### src/rtl/spi_flash_slave_shifter_pkg.sv
// Shared types and defaults for the SPI flash-emulation target shifter.
// Holds the select FSM encoding and the default character length.
package spi_flash_slave_shifter_pkg;

  localparam int CHAR_LEN_DEF = 8;

  typedef enum logic {
    SPI_SLV_IDLE   = 1'b0,
    SPI_SLV_ACTIVE = 1'b1
  } slv_state_e;

endpackage

### src/rtl/spi_flash_slave_shifter_if.sv
// Character-side interface of the SPI target shifter: the tx buffer write port,
// the received-character port and the status pulses.
interface spi_flash_slave_shifter_if
  import spi_flash_slave_shifter_pkg::*;
#(
  parameter int char_len = CHAR_LEN_DEF
);

  logic [char_len-1:0] tx_data;
  logic                tx_load;
  logic                tx_ready;
  logic [char_len-1:0] rx_data;
  logic                rx_valid;
  logic                tx_underrun;
  logic                busy;

  // master = character consumer/producer, slave = the shifter itself
  modport master (
    output tx_data, tx_load,
    input  tx_ready, rx_data, rx_valid, tx_underrun, busy
  );

  modport slave (
    input  tx_data, tx_load,
    output tx_ready, rx_data, rx_valid, tx_underrun, busy
  );

endinterface

### src/rtl/spi_flash_slave_shifter_sync.sv
// N-stage flop synchroniser for one asynchronous input, with a selectable
// reset level so the idle state of the pin is seen during and after reset.
module spi_flash_slave_shifter_sync #(
  parameter int   sync_stages = 2,
  parameter logic rst_val     = 1'b0
) (
  input  logic clk_in,
  input  logic rst,
  input  logic d,
  output logic q
);

  logic [sync_stages-1:0] sync_p;

  always_ff @(posedge clk_in or posedge rst) begin
    if (rst) sync_p <= {sync_stages{rst_val}};
    else     sync_p <= {sync_p[sync_stages-2:0], d};
  end

  assign q = sync_p[sync_stages-1];

endmodule

### src/rtl/spi_flash_slave_shifter.sv
// SPI mode-0 target character engine: oversamples sclk/ss_n/mosi on clk_in,
// deserialises mosi into rx_data and serialises a one-entry tx buffer onto miso.
module spi_flash_slave_shifter
  import spi_flash_slave_shifter_pkg::*;
#(
  parameter int char_len    = CHAR_LEN_DEF,
  parameter int cnt_len     = 3,
  parameter int sync_stages = 2
) (
  input  logic                      clk_in,
  input  logic                      rst,
  input  logic                      sclk,
  input  logic                      ss_n,
  input  logic                      mosi,
  output logic                      miso,
  output logic                      miso_oe,
  spi_flash_slave_shifter_if.slave  bus
);

  logic                sclk_p0, ss_n_p0, mosi_p0;
  logic                sclk_p1, ss_n_p1;
  logic                sclk_rise, sclk_fall, sel_start, sel_end;
  slv_state_e          state_q, state_d;
  logic                do_start, do_end, do_rise, do_fall, do_reload, last_bit;
  logic [cnt_len-1:0]  bit_cnt;
  logic                reload_pend;
  logic [char_len-1:0] rx_shift, rx_data_q, tx_shift, tx_buf;
  logic                rx_vld_p0, rx_valid_q, tx_ready_q, tx_underrun_q;

  spi_flash_slave_shifter_sync #(.sync_stages(sync_stages), .rst_val(1'b0)) u_sync_sclk (
    .clk_in(clk_in), .rst(rst), .d(sclk), .q(sclk_p0));
  spi_flash_slave_shifter_sync #(.sync_stages(sync_stages), .rst_val(1'b1)) u_sync_ss_n (
    .clk_in(clk_in), .rst(rst), .d(ss_n), .q(ss_n_p0));
  spi_flash_slave_shifter_sync #(.sync_stages(sync_stages), .rst_val(1'b0)) u_sync_mosi (
    .clk_in(clk_in), .rst(rst), .d(mosi), .q(mosi_p0));

  // p0 -> p1: registered copies for single-cycle edge pulses
  always_ff @(posedge clk_in or posedge rst) begin
    if (rst) begin
      sclk_p1 <= 1'b0;
      ss_n_p1 <= 1'b1;
    end else begin
      sclk_p1 <= sclk_p0;
      ss_n_p1 <= ss_n_p0;
    end
  end

  assign sclk_rise = sclk_p0 & ~sclk_p1;
  assign sclk_fall = ~sclk_p0 & sclk_p1;
  assign sel_start = ~ss_n_p0 & ss_n_p1;
  assign sel_end   = ss_n_p0 & ~ss_n_p1;

  always_ff @(posedge clk_in or posedge rst) begin
    if (rst) state_q <= SPI_SLV_IDLE;
    else     state_q <= state_d;
  end

  always_comb begin
    state_d = state_q;
    case (state_q)
      SPI_SLV_IDLE:   if (sel_start) state_d = SPI_SLV_ACTIVE;
      SPI_SLV_ACTIVE: if (sel_end)   state_d = SPI_SLV_IDLE;
      default:        state_d = SPI_SLV_IDLE;
    endcase
  end

  // Deselect takes priority over any sclk edge seen in the same cycle.
  assign do_start  = (state_q == SPI_SLV_IDLE) && sel_start;
  assign do_end    = (state_q == SPI_SLV_ACTIVE) && sel_end;
  assign do_rise   = (state_q == SPI_SLV_ACTIVE) && sclk_rise && !sel_end;
  assign do_fall   = (state_q == SPI_SLV_ACTIVE) && sclk_fall && !sel_end;
  assign do_reload = do_start || (do_fall && reload_pend);
  assign last_bit  = (bit_cnt == cnt_len'(char_len - 1));

  always_ff @(posedge clk_in or posedge rst) begin
    if (rst) begin
      tx_buf        <= '0;
      tx_shift      <= '0;
      tx_ready_q    <= 1'b1;
      tx_underrun_q <= 1'b0;
    end else begin
      tx_underrun_q <= 1'b0;
      if (do_reload) begin
        if (!tx_ready_q) begin
          tx_shift   <= tx_buf;
          tx_ready_q <= 1'b1;
        end else if (bus.tx_load) begin
          // a load landing on the reload cycle goes straight to the shifter
          tx_shift <= bus.tx_data;
        end else begin
          tx_shift      <= '1;
          tx_underrun_q <= 1'b1;
        end
      end else begin
        if (do_fall) tx_shift <= {tx_shift[char_len-2:0], 1'b1};
        if (bus.tx_load && tx_ready_q) begin
          tx_buf     <= bus.tx_data;
          tx_ready_q <= 1'b0;
        end
      end
    end
  end

  // rx stage: shift on rise; a completed char is published one cycle later
  always_ff @(posedge clk_in or posedge rst) begin
    if (rst) begin
      rx_shift    <= '0;
      rx_data_q   <= '0;
      rx_vld_p0   <= 1'b0;
      rx_valid_q  <= 1'b0;
      bit_cnt     <= '0;
      reload_pend <= 1'b0;
      miso_oe     <= 1'b0;
    end else begin
      rx_vld_p0  <= 1'b0;
      rx_valid_q <= rx_vld_p0;
      if (rx_vld_p0) rx_data_q <= rx_shift;
      if (do_start) begin
        bit_cnt     <= '0;
        reload_pend <= 1'b0;
        miso_oe     <= 1'b1;
      end
      if (do_end) begin
        bit_cnt     <= '0;
        reload_pend <= 1'b0;
        miso_oe     <= 1'b0;
      end
      if (do_rise) begin
        rx_shift <= {rx_shift[char_len-2:0], mosi_p0};
        if (last_bit) begin
          bit_cnt     <= '0;
          reload_pend <= 1'b1;
          rx_vld_p0   <= 1'b1;
        end else begin
          bit_cnt <= bit_cnt + cnt_len'(1);
        end
      end
      if (do_fall && reload_pend) reload_pend <= 1'b0;
    end
  end

  assign miso            = tx_shift[char_len-1];
  assign bus.tx_ready    = tx_ready_q;
  assign bus.rx_data     = rx_data_q;
  assign bus.rx_valid    = rx_valid_q;
  assign bus.tx_underrun = tx_underrun_q;
  assign bus.busy        = (state_q == SPI_SLV_ACTIVE);

endmodule

### src/flat_wrapper.sv
// flat-port wrapper written by rule: the top's interface ports become plain ports
module spi_flash_slave_shifter_flat import spi_flash_slave_shifter_pkg::*;
#(
  parameter int char_len    = CHAR_LEN_DEF,
  parameter int cnt_len     = 3,
  parameter int sync_stages = 2
)
  (clk_in, rst, sclk, ss_n, mosi, miso, miso_oe, bus_tx_data, bus_tx_load, bus_tx_ready, bus_rx_data, bus_rx_valid, bus_tx_underrun, bus_busy);
  spi_flash_slave_shifter_if #(.char_len(char_len)) bus_i ();
  input  logic clk_in;
  input  logic rst;
  input  logic sclk;
  input  logic ss_n;
  input  logic mosi;
  output logic miso;
  output logic miso_oe;
  input wire logic [$bits(bus_i.tx_data)-1:0] bus_tx_data;
  input wire logic [$bits(bus_i.tx_load)-1:0] bus_tx_load;
  output wire logic [$bits(bus_i.tx_ready)-1:0] bus_tx_ready;
  output wire logic [$bits(bus_i.rx_data)-1:0] bus_rx_data;
  output wire logic [$bits(bus_i.rx_valid)-1:0] bus_rx_valid;
  output wire logic [$bits(bus_i.tx_underrun)-1:0] bus_tx_underrun;
  output wire logic [$bits(bus_i.busy)-1:0] bus_busy;
  assign bus_i.tx_data = bus_tx_data;
  assign bus_i.tx_load = bus_tx_load;
  assign bus_tx_ready = bus_i.tx_ready;
  assign bus_rx_data = bus_i.rx_data;
  assign bus_rx_valid = bus_i.rx_valid;
  assign bus_tx_underrun = bus_i.tx_underrun;
  assign bus_busy = bus_i.busy;
  spi_flash_slave_shifter #(.char_len(char_len), .cnt_len(cnt_len), .sync_stages(sync_stages)) u_core (.clk_in(clk_in), .rst(rst), .sclk(sclk), .ss_n(ss_n), .mosi(mosi), .miso(miso), .miso_oe(miso_oe), .bus(bus_i));
endmodule
### config.mk
export PLATFORM = sky130hd
export DESIGN_NAME = spi_flash_slave_shifter_flat
export DESIGN_NICKNAME = d
export VERILOG_FILES = /design/src/rtl/spi_flash_slave_shifter_pkg.sv /design/src/rtl/spi_flash_slave_shifter_if.sv /design/src/rtl/spi_flash_slave_shifter_sync.sv /design/src/rtl/spi_flash_slave_shifter.sv /design/src/flat_wrapper.sv
export SDC_FILE = /design/constraint.sdc
export NUM_CORES = 1
export LEC_CHECK = 0
export BUFFER_PORTS_ARGS = -buffer_cell sky130_fd_sc_hd__buf_2
export CAP_MARGIN = 10
export CORE_ASPECT_RATIO = 0.5
export CORE_MARGIN = 2
export CORE_UTILIZATION = 40
export CTS_CLUSTER_DIAMETER = 200
export DETAILED_ROUTE_END_ITERATION = 10
export SLEW_MARGIN = 25
export SYNTH_ARGS = -nofsm -noshare
export SYNTH_HDL_FRONTEND = slang
export SYNTH_SLANG_ARGS = --single-unit
### constraint.sdc
create_clock -name clk_in -period 2.1 [get_ports clk_in]
set_clock_uncertainty 0.1 [all_clocks]
set_input_delay 0.21 -clock clk_in [delete_from_list [all_inputs] [get_ports clk_in]]
set_output_delay 0.21 -clock clk_in [all_outputs]
set_load 0.1 [all_outputs]
# After elaboration in Yosys (flattened, before gate mapping)
# Index checks and enable logic that the tools add are counted.
# Widths: inputs -> output; s select.
# totals
reg_bits	50
output_inout_bits	14
# classes
n_addsub	1
n_eq_ne	1
n_mux	25
n_bitwise	10
reduce_logical	15
# ops
operator	count
$mux 8	4
$mux 1	16
$mux 3	4
$logic_and 1x1->1	8
$not 1->1	6
$reduce_bool 2->1	3
$and 1x1->1	4
$add 3x1->3 const B	1
$eq 3x3->1 const B	1
$reduce_bool 3->1	1
$pmux 1 s2	1
$reduce_and 2->1	1
$logic_not 1->1	1
$logic_or 1x1->1	1

# Logic depth before layout (Yosys ltp)
# Gate-level depths: netlist (run 1).
# logic_depth
ltp_word	8
mapped_depth	6
depth_no_buf	5

# Hierarchy
# Synthesis (run 1) repeated with hierarchy kept, for this count alone.
# hier_totals
cells_unflattened	161
area_unflattened_um2	2043.2
# modules_own_cells
module	n_inst	cells_per_inst	area_each_um2	seq_area_each_um2
spi_flash_slave_shifter	1	152	1879.3	1103.6
spi_flash_slave_shifter_sync (u_core.u_sync_mosi ...)	2	3	53.8	50.0
spi_flash_slave_shifter_sync (u_core.u_sync_ss_n)	1	3	56.3	52.6

# Least setup slack after synthesis (run 1)
# No wires, ideal clock.
# synth_path
kind	flip-flop to flip-flop
start	register u_core.state_q (netlist: u_core.bus.busy)
end	register u_core.tx_buf[0]
t_arrival_ps	2130
required_time_ps	1875
path_slack_ps	-255
path_stages_with_launch	7
path_cell_list	dfrtp_1 -> buf_2 -> nor3b_2 -> a41o_1 -> buf_6 -> nor2_8 -> mux2_4
# synth_between
elab_chain_cells	6
# synth_lines
item	line_no	rtl
from (decl)	spi_flash_slave_shifter.sv:23	slv_state_e state_q, state_d;
from (signal assigned)	spi_flash_slave_shifter.sv:55	else state_q <= state_d;
$logic_and 1x1->1 (2 in a row)	spi_flash_slave_shifter.sv:71	assign do_fall = (state_q == SPI_SLV_ACTIVE) && sclk_fall && !sel_end;
$logic_and 1x1->1	spi_flash_slave_shifter.sv:72	assign do_reload = do_start || (do_fall && reload_pend);
$logic_or 1x1->1 *	spi_flash_slave_shifter.sv:72	
$not 1->1 (no line) *	-	
$reduce_and 2->1 (no line) *	-	
to (signal assigned)	spi_flash_slave_shifter.sv:97	tx_buf <= bus.tx_data;
to (decl)	spi_flash_slave_shifter.sv:27	logic [char_len-1:0] rx_shift, rx_data_q, tx_shift, tx_buf;
# Every way passes the cells marked *; elsewhere a longest branch is shown, timed or not.
# A chain may end at the register's enable or synchronous reset.

# Worst setup path after layout (run 1)
# layout_path
start	register u_core.state_q (netlist: u_core.bus.busy)
end	register u_core.tx_buf[2]
# Same word-level chain as after synthesis.

==> impl_metrics.yaml, run 1 <==
outcome:
  outcome: "complete, no violations"
place:
  dp_hpwl_mm: 2.56
  placedCellCount: 260
  place_ws_ps: 372
  port_buffers: 27
  place_congestion: 0.740
logic_synthesis:
  syn_inst: 167
  dominantRegCellSynth: "dfrtp_1"
  yosysWarnings: 0
  synth_compound_area_frac: 0.105
  ys_seq_elements: 50
  synth_simple_gate_area_frac: 0.139
  synth.most_common_cell: "dfrtp_1"
  synthTopCellsByCount: "46 x dfrtp_1, 29 x nand2_1, 9 x o22ai_1"
  syn_avg_cell_area_um2: 12.3
  netlist.top_cell.by_area: "dfrtp_1"
  synth.yosys.seq_area_share: 0.610
  synth_top_family_by_area: "simple AND/OR/NAND/NOR gates"
  syn-num-nets: 183
  yosys.area.top_type_share: 0.559
  synth-edff-count: 0
  ys_top_cells_by_area: "dfrtp_1 56%, mux2_4 5.8%, nand2_1 5.3%, dfstp_2 5.1%, mux2_2 4.4%"
  synth_xor_area_frac: 0
  asyncSetResetFlopFracSynth: 1.00
  syn_area_um2: 2060
  synth_mux_area_frac: 0.102
  yosys.cell_types.count: 31
  synthAdderAreaFrac: 0.0122
critical_path:
  crit_path_start_kind: "flop"
  arrival_ps: 1830
  r2r-start: "u_core.bus.busy"
  reg2reg_to: "u_core.tx_buf[2]"
  crit_type: "flop to flop"
  crit_fanout: 11
  ff2ff_path_depth: 4
  crit_required_ps: 2190
  rrSetupSlack_ps: 360
  crit_path_end_kind: "flop"
min_path:
  hold_path_class: "input pin to flop"
  min-delay-start: "bus_tx_data[3]"
  hold_path_depth: 2
  hold_path_end: "u_core.tx_buf[3]"
layout:
  layout-area-overhead-vs-synth_pct: 16.9
  multi_input_area_um2: 737
  final_nets: 217
  final_util: 0.488
  diodes: 0
  drive_gt1_frac: 0.307
  finalNonFillerCells: 272
  seq_area_um2: 1260
  nFillCells: 456
power_and_ir_drop:
  vdd_drop_max_v: 0.000392
  p_leak_uw: 0.00118
  pwr_density_cell_nw_per_um2: 932
cts:
  clk_pin_slew_ps: 90
  cts_tree: "built"
  numClockSinks: 50
  root_buffer: "clkbuf_8"
  htree_levels: 2
  numCtsBuffers: 5
  cts_resized: 0
  clk_path_buf_depth: 2
  post-cts-setup-buffer-count: 0
  worstSkewPairLatency_ps: 310
routing:
  finalWirelength_mm: 3.71
  vias: 1334
  drcViolationCount: 0
  drt-initial-drc-count: 28
  dr.pass1.iters: 4
  postRouteAntennaNets: 0
  wl_per_cell_um: 13.6
  vias_per_cell: 4.90
sta:
  slew_headroom: 0.680
  fmaxAchievable_mhz: 576
  setup_viol: 0
  hold_viol: 0
  min_period_ps: 1740
  maxSlewViolCount: 0
  fin_crit_sh: 0.827
  rsz0062_at_grt: "no"
  hold_ws_ps: 48.0
  setup_slack_ps: 362
  worst_pin_slew_ps: 480
  fin_setup_tns_ps: 0
global_route:
  grt_max_degree: 30
  grt_pass1_vias: 1345
  grt_usage: 0.148
  grt_pass1_wl_mm: 6.38
  grt.overflow.total: 0
  grt_antenna_before_repair: 0
floorplan:
  rows: 18
  ios: 28
  die_h_um: 54.7
  start_util: 0.417
  die_w_um: 105
  coreArea_um2: 4930
  dieArea_um2: 5770
run:
  max-cap-violations: 0
-- worst max path at each step --
stage	end	startpoint	slack (ps)	depth (start not counted)
final	u_core.tx_buf[2]	u_core.bus.busy	360	4
after global placement	u_core.tx_buf[4]	u_core.u_sync_ss_n.sync_p[1]	400	4
after floorplan	u_core.tx_buf[0]	u_core.bus.busy	30	6
after global routing	u_core.bit_cnt[2]	u_core.u_sync_ss_n.sync_p[1]	270	5
after detailed placement	u_core.tx_buf[2]	u_core.u_sync_ss_n.sync_p[1]	370	4
after CTS	u_core.tx_buf[0]	u_core.u_sync_ss_n.sync_p[1]	360	4
-- critical path, cell delays in order (launching register included) --
cell and delay [ps]:
dfrtp_2 490, nor3b_2 350, a41o_1 260, nor2_8 100, mux2_4 310
-- routing by layer --
layer,vias up,global-route usage,wire length (µm)
met5,-,0,0
li1,653,-,-
met2,31,0.256,1730
met3,8,0.0429,173
met4,0,0.0667,50
met1,642,0.179,1750
-- cells in the final DEF, fill, tap and decap left out, types with 2 or more instances in the layout --
cell type,synthesis,layout
o21ai_0,7,7
o22ai_1,9,9
mux2_4,8,8
nand2b_1,3,3
dlygate4sd3_1,0,4
nand2_1,29,29
inv_1,4,3
dfstp_2,4,4
a21oi_1,3,3
clkbuf_1,6,2
buf_2,1,27
nand3b_1,7,7
mux2_2,8,8
nor2_1,2,2
a22oi_1,8,8
nor3_1,3,3
buf_4,0,4
dfrtp_1,46,45
clkbuf_8,0,5
a21o_1,2,2
a22o_1,2,2
ha_1,2,2
-- report_power, final --
| group | internal, µW | leakage [µW] | switching (µW) | total, µW |
|---|---|---|---|---|
| Clock | 236 | 0.0000385 | 310 | 546 |
| Combinational | 196 | 0.000524 | 266 | 462 |
| Sequential | 1130 | 0.000615 | 104 | 1230 |
| Total | 1560 | 0.00118 | 680 | 2240 |
-- stage by stage --
step	power, µW	area (µm²)
finish	2240	2410
global route	2380	2410
CTS	2270	2410
detailed placement	1710	2280
global placement	1690	2280
floorplan	1600	2060
-- cells by family (layout without fill, tap and decap cells) --
family,count (synthesis),count (layout)
compound gates,33,33
fa+ha+maj,2,2
buf+inv,13,48
flops,50,50
mux,16,16
simple gates,53,53
-- registers in the layout, indices dropped and copies added (netlist names), 2 cells and up --
name,flops
u_core.u_sync_ss_n.sync_p,2
u_core.bus.rx_data,8
u_core.tx_buf,8
u_core.rx_shift,8
u_core.u_sync_mosi.sync_p,2
u_core.u_sync_sclk.sync_p,2
u_core.bit_cnt,3
u_core.tx_shift,8
-- repair_timing --
item	4_1_cts	5_1_grt
setup endpoints to repair	0	0
hold endpoints to repair	21	0
hold buffers	4	0
-- cell type report --
| cell class | instances | area share |
|---|---|---|
| inverter | 4 | 0.00624 |
| multi-input combinational | 104 | 0.306 |
| timing repair buffer | 36 | 0.0936 |
| clock buffer | 7 | 0.0317 |
| tap | 70 | 0.0364 |
| clock inverter | 1 | 0.00312 |
| sequential | 50 | 0.523 |
Power figures use the tool's default switching activity.
==> run 2: changes to the inputs <==
Clock period 2.1 ns to 1.5 ns, I/O delays scaled along.
==> impl_metrics.yaml, run 2 (synthesis gave the netlist of run 1 again) <==
critical_path:
  crit_path_start_kind: "flop"
  ff2ff_path_depth: 4
  crit_fanout: 8
  arrival_ps: 1770
  crit_path_end_kind: "flop"
  crit_required_ps: 1590
  crit_type: "flop to flop"
routing:
  met2WireLength_mm: 1.90
  met1_length_mm: 1.99
  finalWirelength_mm: 4.12
  drt-initial-drc-count: 41
  wl_met3_um: 163
  postRouteAntennaNets: 0
  vias_per_cell: 4.89
  vias: 1471
  drcViolationCount: 0
  wl_per_cell_um: 13.7
  top_layer: "met4"
  dr.pass1.iters: 4
cts:
  clk_path_buf_depth: 2
  numClockSinks: 50
  numCtsBuffers: 5
  htree_levels: 2
  worstSkewPairLatency_ps: 300
  cts_tree: "built"
  root_buffer: "clkbuf_8"
  clk_pin_slew_ps: 90
power_and_ir_drop:
  vdd_drop_max_v: 0.000512
  p_leak_uw: 0.00136
  pwr_density_cell_nw_per_um2: 1240
  fin_total_pwr_uw: 3490
floorplan:
  die_h_um: 54.7
  die_w_um: 105
  ios: 28
  start_util: 0.417
  coreArea_um2: 4930
  dieArea_um2: 5770
  rows: 18
min_path:
  hold_path_class: "input pin to flop"
  hold_path_depth: 2
layout:
  layout_commonest_cell: "dfrtp_1"
  drive_gt1_frac: 0.429
  layout-area-overhead-vs-synth_pct: 36.4
  nFillCells: 430
  layout_common_cells: "45 x dfrtp_1, 28 x nand2_1, 25 x buf_2, 21 x buf_4, 11 x dlygate4sd3_1"
  final_nets: 246
  diodes: 0
global_route:
  grt_antenna_before_repair: 0
  grt_max_degree: 27
  grt_pass1_vias: 1339
  grt_pass1_wl_mm: 6.45
  grt.overflow.total: 0
  grt_usage: 0.150
place:
  place_congestion: 0.743
  dp_hpwl_mm: 2.54
  port_buffers: 27
sta:
  slew_headroom: 0.676
  fmaxAchievable_mhz: 594
  setup_viol: 25
  hold_viol: 0
  worst_pin_slew_ps: 489
  rsz0062_at_grt: "yes"
  maxSlewViolCount: 0
  fin_setup_tns_ps: -2040
  fin_crit_sh: 1.12
  setup_slack_ps: -183
  min_period_ps: 1680
outcome:
  violations: "negative setup slack"
  outcome: "finished with violations"
run:
  max-cap-violations: 0
run 2: cell count changes in the layout (fill, tap and decap cells not counted), moves of 3 or more:
cell	previous run	this run
buf_4	4	21
dlygate4sd3_1	4	11
o22ai_1	9	5
buf_6	0	3
o22ai_2	0	4
run 2: where the power goes:
part	internal, µW	total (µW)	leakage (µW)	switching, µW
clock network	491	923	0.0000579	432
logic	407	824	0.000690	417
registers	1590	1750	0.000616	161
run 2: path summary, 6_finish.rpt:
path / slack (ps) / startpoint / end
hold / removal: 30 / bus_tx_data[5] / u_core.tx_buf[5]
hold reg to reg: 260 / u_core.u_sync_ss_n.sync_p[0] / u_core.u_sync_ss_n.sync_p[1]
max in group asynchronous: 660 / rst / u_core.bus.busy
setup / recovery: -180 / u_core.u_sync_ss_n.sync_p[1] / u_core.tx_buf[5]
setup reg to reg: -180 / u_core.u_sync_ss_n.sync_p[1] / u_core.tx_buf[5]
min in group asynchronous: 340 / rst / u_core.reload_pend
run 2: layout make-up:
type | instances | area [µm²] | share of cell area
clock buffers | 5 | 68.8 | 0.0245
clock inverters | 3 | 40.0 | 0.0143
inverters | 4 | 15.0 | 0.00535
multi-input cells | 105 | 821 | 0.292
flip-flops and latches | 50 | 1260 | 0.450
well taps | 70 | 87.6 | 0.0312
repair buffers | 64 | 512 | 0.182
run 2: timing repair:
item / in CTS / in global routing
endpoints found under the setup margin: 26 / 32
hold endpoints to repair: 55 / 1
cloned: 0 / 2
resized for setup: 14 / 9
hold buffers: 10 / 1
setup buffers: 3 / 7
pin swaps: 6 / 5
run 2: per-stage QoR:
step           cells  setup WS [ps]   util  hold slack (ps)  instance area (µm²)
3_5_place_dp     271           -204  0.486              121                 2400
4_1_cts          292           -194  0.544             1.88                 2680
3_3_place_gp     271           -173  0.486              117                 2400
5_1_grt          301           -234  0.569             10.7                 2810
6_report         301           -183  0.569             25.4                 2810
2_1_floorplan    167           -366      -             54.5                 2110
run 2: routing by layer:
metal | track usage | up-vias
met2 | 0.239 | 28
met5 | 0 | -
met4 | 0.0600 | 0
li1 | - | 717
met3 | 0.0405 | 7
met1 | 0.200 | 719
run 2: critical path, cell delays in order, from the launching register on:
cell      delay, ps
dfstp_2         570
nand2b_1         90
a41o_2          270
nor2_8          210
mux2_4          330
